File: src/rtl/mul_seq_param.sv
// Iterative shift-add multiplier, K multiplier bits per cycle, signed/unsigned per operation.
// Latency: fin pulses N=WB/K cycles after the start edge. start is ignored while busy (no queueing).
// Optional MUL_ACC_EN: O = A*B + C, with C added in the final step.
module mul_seq_param #(
    parameter int WA = 16,
    parameter int WB = 16,
    parameter int K  = 1
) (
    input  logic             ck,
    input  logic             rst,
    input  logic             start,
    input  logic             sgn,
    input  logic [WA-1:0]    A,
    input  logic [WB-1:0]    B,
    input  logic [WA+WB-1:0] C,
    output logic [WA+WB:0]   O,
    output logic             busy,
    output logic             fin
);
    localparam int W  = WA + WB + 1;
    localparam int N  = WB / K;
    localparam int CW = $clog2(N) + 1;

    generate
        if (K < 1 || (WB % K) != 0) begin : g_bad_k
            $error("mul_seq_param: K must divide WB");
        end
        if (WA < 2 || WB < 2) begin : g_bad_w
            $error("mul_seq_param: WA and WB must be >= 2");
        end
    endgenerate

    typedef enum logic {IDLE, RUN} state_t;

    state_t         state;
    logic [W-1:0]   a_r;
    logic [WB-1:0]  b_r;
    logic [W-1:0]   acc;
    logic [CW-1:0]  cnt;
    logic           sgn_r;

    logic [K-1:0]   grp;
    logic [W-1:0]   grp_ext;
    logic [W-1:0]   prod;
    logic [W-1:0]   acc_nxt;
    logic [W-1:0]   result;
    logic           last;

    // Only the first (most significant) group carries negative weight in signed mode.
    assign grp     = b_r[WB-1 -: K];
    assign grp_ext = (sgn_r && cnt == '0) ? {{(W-K){grp[K-1]}}, grp}
                                          : {{(W-K){1'b0}}, grp};
    // Modulo-2^W arithmetic is exact because the final value always fits in W bits.
    assign prod    = a_r * grp_ext;
    assign acc_nxt = (acc << K) + prod;
    assign last    = (cnt == CW'(N - 1));

`ifdef MUL_ACC_EN
    logic [W-1:0] c_r;
    assign result = acc_nxt + c_r;
`else
    logic unused_c;
    assign unused_c = ^C;
    assign result   = acc_nxt;
`endif

    always_ff @(posedge ck) begin
        if (rst) begin
            state <= IDLE;
            O     <= '0;
            busy  <= 1'b0;
            fin   <= 1'b0;
            a_r   <= '0;
            b_r   <= '0;
            acc   <= '0;
            cnt   <= '0;
            sgn_r <= 1'b0;
`ifdef MUL_ACC_EN
            c_r   <= '0;
`endif
        end else begin
            fin <= 1'b0;
            case (state)
                IDLE: begin
                    if (start) begin
                        a_r   <= sgn ? {{(WB+1){A[WA-1]}}, A} : {{(WB+1){1'b0}}, A};
                        b_r   <= B;
                        sgn_r <= sgn;
                        acc   <= '0;
                        cnt   <= '0;
                        busy  <= 1'b1;
                        state <= RUN;
`ifdef MUL_ACC_EN
                        c_r   <= sgn ? {C[WA+WB-1], C} : {1'b0, C};
`endif
                    end
                end
                RUN: begin
                    acc <= acc_nxt;
                    b_r <= b_r << K;
                    cnt <= cnt + CW'(1);
                    if (last) begin
                        O     <= result;
                        fin   <= 1'b1;
                        busy  <= 1'b0;
                        state <= IDLE;
                    end
                end
                default: state <= IDLE;
            endcase
        end
    end
endmodule

File: config.mk
export PLATFORM = sky130hd
export DESIGN_NAME = mul_seq_param
export DESIGN_NICKNAME = d
export VERILOG_FILES = /design/src/rtl/mul_seq_param.sv
export SDC_FILE = /design/constraint.sdc
export NUM_CORES = 1
export LEC_CHECK = 0
export ABC_CLOCK_PERIOD_IN_PS = 7200
export CAP_MARGIN = 40
export CORE_MARGIN = 5
export CORE_UTILIZATION = 55
export DETAILED_ROUTE_END_ITERATION = 8
export PLACE_DENSITY = 0.79
export SLEW_MARGIN = 40
export SYNTH_ARGS = -nofsm -noshare
export SYNTH_HDL_FRONTEND = slang
export SYNTH_SLANG_ARGS = --single-unit
File: constraint.sdc
create_clock -name ck -period 7.2 [get_ports ck]
set_clock_uncertainty 0.2 [all_clocks]
set_input_delay 0.72 -clock ck [delete_from_list [all_inputs] [get_ports ck]]
set_output_delay 0.72 -clock ck [all_outputs]
set_load 0.005 [all_outputs]
==> impl_metrics.csv <==
group,metric,value,unit
timing,relSlewSlack,0.420,
grt,antenna_found_initial,0,
worst_hold_path,hp-class,"flip-flop to flip-flop",
timing,drv_slew,0,
grt,grt_pass1_wl,64300,um
die,core_area,24400,um^2
setup_path,arrival,7970,ps
synthesis,avgSynthCellArea,9.55,um^2
synthesis,synth_area,13600,um^2
finish,final_common_cell,"inv_1",
detailed_routing,routed_wl,44000,um
finish,nFillCells,1624,
die,chipWidth,167,um
die,initial_core_util,0.559,
grt,grt_max_degree,76,
finish,drive_gt1_frac,0.279,
pwr,total_power,1.44,mW
setup_path,r2r_end,"acc[31]$_SDFFE_PP0P_",
status,status,"finished with violations",
clock_network,numCtsBuffers,9,
timing,period_share,1.10,
setup_path,worst-path-stages,33,
detailed_routing,avgRoutedWirePerCell,21.7,um
timing,hold_viol,0,
timing,worstMarginPinSlew,870,ps
synthesis,synth.area.mux_share,0.0125,
detailed_routing,drtPass1Iterations,6,
placement,port-buffer-count,70,
clock_network,htree_num_levels,3,
die,design.die.area,28000,um^2
detailed_routing,vias,11400,
placement,place.gp.congestion,1.00,
pwr,p_leak,8.84,nW
finish,area_growth,30.4,%
grt,grt_pass1_vias,12000,
clock_network,clock_path_buffers,2,
synthesis,yosys.area_share.adder,0.502,
placement,post-place-ws,-748,ps
setup_path,critPathCaptureType,"flip-flop",
setup_path,reg2reg_from,"cnt[0]$_SDFFE_PP0P_",
status,violations,"negative setup slack",
setup_path,cp-start-kind,"flip-flop",
die,ioPinCount,103,
setup_path,r2r_cells,33,
detailed_routing,drt_iter0_drc,1008,
flow_run,cap_violations,0,
clock_network,clock_latency,380,ps
setup_path,worst_path_max_delay_cell,"fa_2",
setup_path,path_max_fanout,5,
setup_path,path_buf_inv,11,
placement,dp_hpwl,31100,um
synthesis,ys.flop_type,"dfxtp_1",
timing,period_needed,7930,ps
finish,antenna_cells,0,
timing,setup_viol,37,
clock_network,clock_sinks,107,
setup_path,reg2reg_slack,-730,ps
clock_network,clkTransAtPathRegs,100,ps
detailed_routing,vias_per_cell,5.59,
grt,grt_usage,0.292,
clock_network,cts_tree,"yes",
setup_path,critPathKind,"flip-flop to flip-flop",
synthesis,syn_inst,1427,
setup_path,crit_required,7240,ps
synthesis,synthXorXnorAreaFrac,0.0353,
synthesis,syn_nets,1884,
synthesis,postSynth.asyncResetShare,0,
detailed_routing,drc,0,
synthesis,synth_compound_area_frac,0.0859,
timing,fmax,126,MHz
die,row_count,57,
synthesis,synth_edf_count,0,
synthesis,yosysUniqueCellTypes,64,
timing,rsz0062_at_grt,"yes",
die,die_height,167,um
synthesis,ys_seq_area_frac,0.157,
synthesis,synth_top_family_by_area,"adder cells",
timing,finalWorstSetupSlack,-731,ps
finish,fin_nets,2160,
grt,grt_overflow,0,
worst_hold_path,hp-start,"O[32]$_SDFFE_PP0P_",
setup_path,critPathTopFamily,"adder cells",
setup_path,cpPeakStageDelay,580,ps
synthesis,ys_warn_count,0,
detailed_routing,final_antenna_net_count,0,
pwr,peakVddDrop,107,uV
synthesis,synth.ff_latch_count,107,
clock_network,cts_root_buffer,"clkbuf_16",
worst_hold_path,min_path_cells,2,
synthesis,synth-simple-area-share,0.0865,
pwr,pwr_density_cell,81.1,nW/um^2
finish,final_cell_mix,"333 x inv_1, 230 x fa_1, 210 x buf_4",
worst_hold_path,holdPathEnd,"O[32]$_SDFFE_PP0P_",
[metrics by stage]
stage                     hold slack [ps]  std cells   util  setup TNS [ps]  instance area, um^2
final                                 248       2032  0.729          -15870                17800
after global routing                  268       2032  0.729          -24220                17800
after CTS                             254       2004  0.704           -8790                17200
after detailed placement              238       1963  0.659          -15490                16100
after global placement                236       1963  0.659          -12170                16100
after floorplan                       225       1427      -           -1870                13800
[cell families after synthesis]
kind of cell / after synthesis
buffers and inverters: 429
adders and majority gates: 389
and+or+nand+nor: 249
AOI/OAI and AO/OA: 181
DFF: 107
xor gates and xnor gates: 55
muxes: 17
[power by group]
part           switching, mW  leakage [nW]  total, mW  internal (mW)
clock                  0.308         0.159      0.570          0.263
combinational          0.141          7.81      0.249          0.108
sequential            0.0156         0.869      0.622          0.606
total                  0.464          8.84       1.44          0.977
[worst max path at each step]
stage | slack, ps | start | end
after CTS | -530 | cnt[0]$_SDFFE_PP0P_ | acc[31]$_SDFFE_PP0P_
after floorplan | -330 | cnt[0]$_SDFFE_PP0P_ | acc[31]$_SDFFE_PP0P_
final | -730 | cnt[0]$_SDFFE_PP0P_ | acc[31]$_SDFFE_PP0P_
after global routing | -960 | cnt[1]$_SDFFE_PP0P_ | acc[30]$_SDFFE_PP0P_
after global placement | -610 | cnt[1]$_SDFFE_PP0P_ | acc[30]$_SDFFE_PP0P_
after detailed placement | -750 | cnt[1]$_SDFFE_PP0P_ | acc[30]$_SDFFE_PP0P_
[cells in the mapped netlist (2+ instances only)]
cell type / n / area (um^2)
o21a_1: 5 / 37.5
nor3b_1: 16 / 120
nand2_1: 80 / 300
a21oi_1: 85 / 425
xor2_1: 10 / 87.6
and2b_2: 2 / 17.5
or2_2: 3 / 18.8
ha_1: 126 / 1580
and3_1: 9 / 56.3
buf_6: 3 / 33.8
o21ai_0: 16 / 80.1
nor2_1: 83 / 312
a32o_1: 3 / 30.0
and2_1: 15 / 93.8
a21oi_2: 2 / 17.5
o21bai_1: 3 / 22.5
inv_1: 384 / 1440
xnor2_1: 45 / 394
a41oi_1: 2 / 17.5
dfxtp_1: 107 / 2140
clkbuf_1: 30 / 113
a21o_1: 6 / 45.0
mux2i_1: 17 / 170
nor3_1: 14 / 70.1
a22o_1: 26 / 228
a311o_1: 2 / 20.0
nor2b_1: 2 / 12.5
nand2b_1: 5 / 31.3
o211ai_1: 2 / 15.0
a31oi_1: 3 / 18.8
nand3_1: 8 / 40.0
o21ai_1: 7 / 35.0
a211oi_1: 4 / 30.0
and4_1: 2 / 17.5
buf_2: 3 / 15.0
buf_1: 7 / 26.3
fa_1: 263 / 5270
[timing repair]
item | CTS | global route
endpoints found under the hold margin | 0 | 0
endpoints found under the setup margin | 39 | 44
resized for setup | 145 | 103
gates cloned | 1 | 0
hold buffers | 0 | 0
setup buffers | 32 | 32
pin swaps | 87 | 89
[registers in the layout, indices dropped and copies added (netlist names)]
| name | cells |
|---|---|
| b_r | 16 |
| a_r | 17 |
| fin | 1 |
| acc | 32 |
| cnt | 5 |
| state | 1 |
| O | 33 |
| busy | 1 |
| sgn_r | 1 |
[tightest hold or removal path, delay by kind of cell (launching register included)]
family / cells / cell delay (ps)
DFF: 1 / 320
AOI/OAI and AO/OA: 1 / 50
and+or+nand+nor: 1 / 50
[area by class of cell]
cell class / count / area (um^2) / share of cell area
Clock buffer: 9 / 225 / 0.0127
Multi-Input combinational cell: 892 / 10800 / 0.609
Inverter: 385 / 1470 / 0.0829
Timing Repair Buffer: 308 / 2590 / 0.146
Clock inverter: 7 / 100 / 0.00563
Tap cell: 324 / 405 / 0.0228
Sequential cell: 107 / 2150 / 0.121
[per-layer routing]
layer / GRT usage / vias to the layer above / wire (um)
li1: - / 4901 / -
met1: 0.382 / 5634 / 16700
met2: 0.502 / 602 / 21500
met3: 0.0429 / 214 / 3130
met4: 0.101 / 0 / 2720
met5: 0 / - / 0
(Power assumes the default switching activity.)
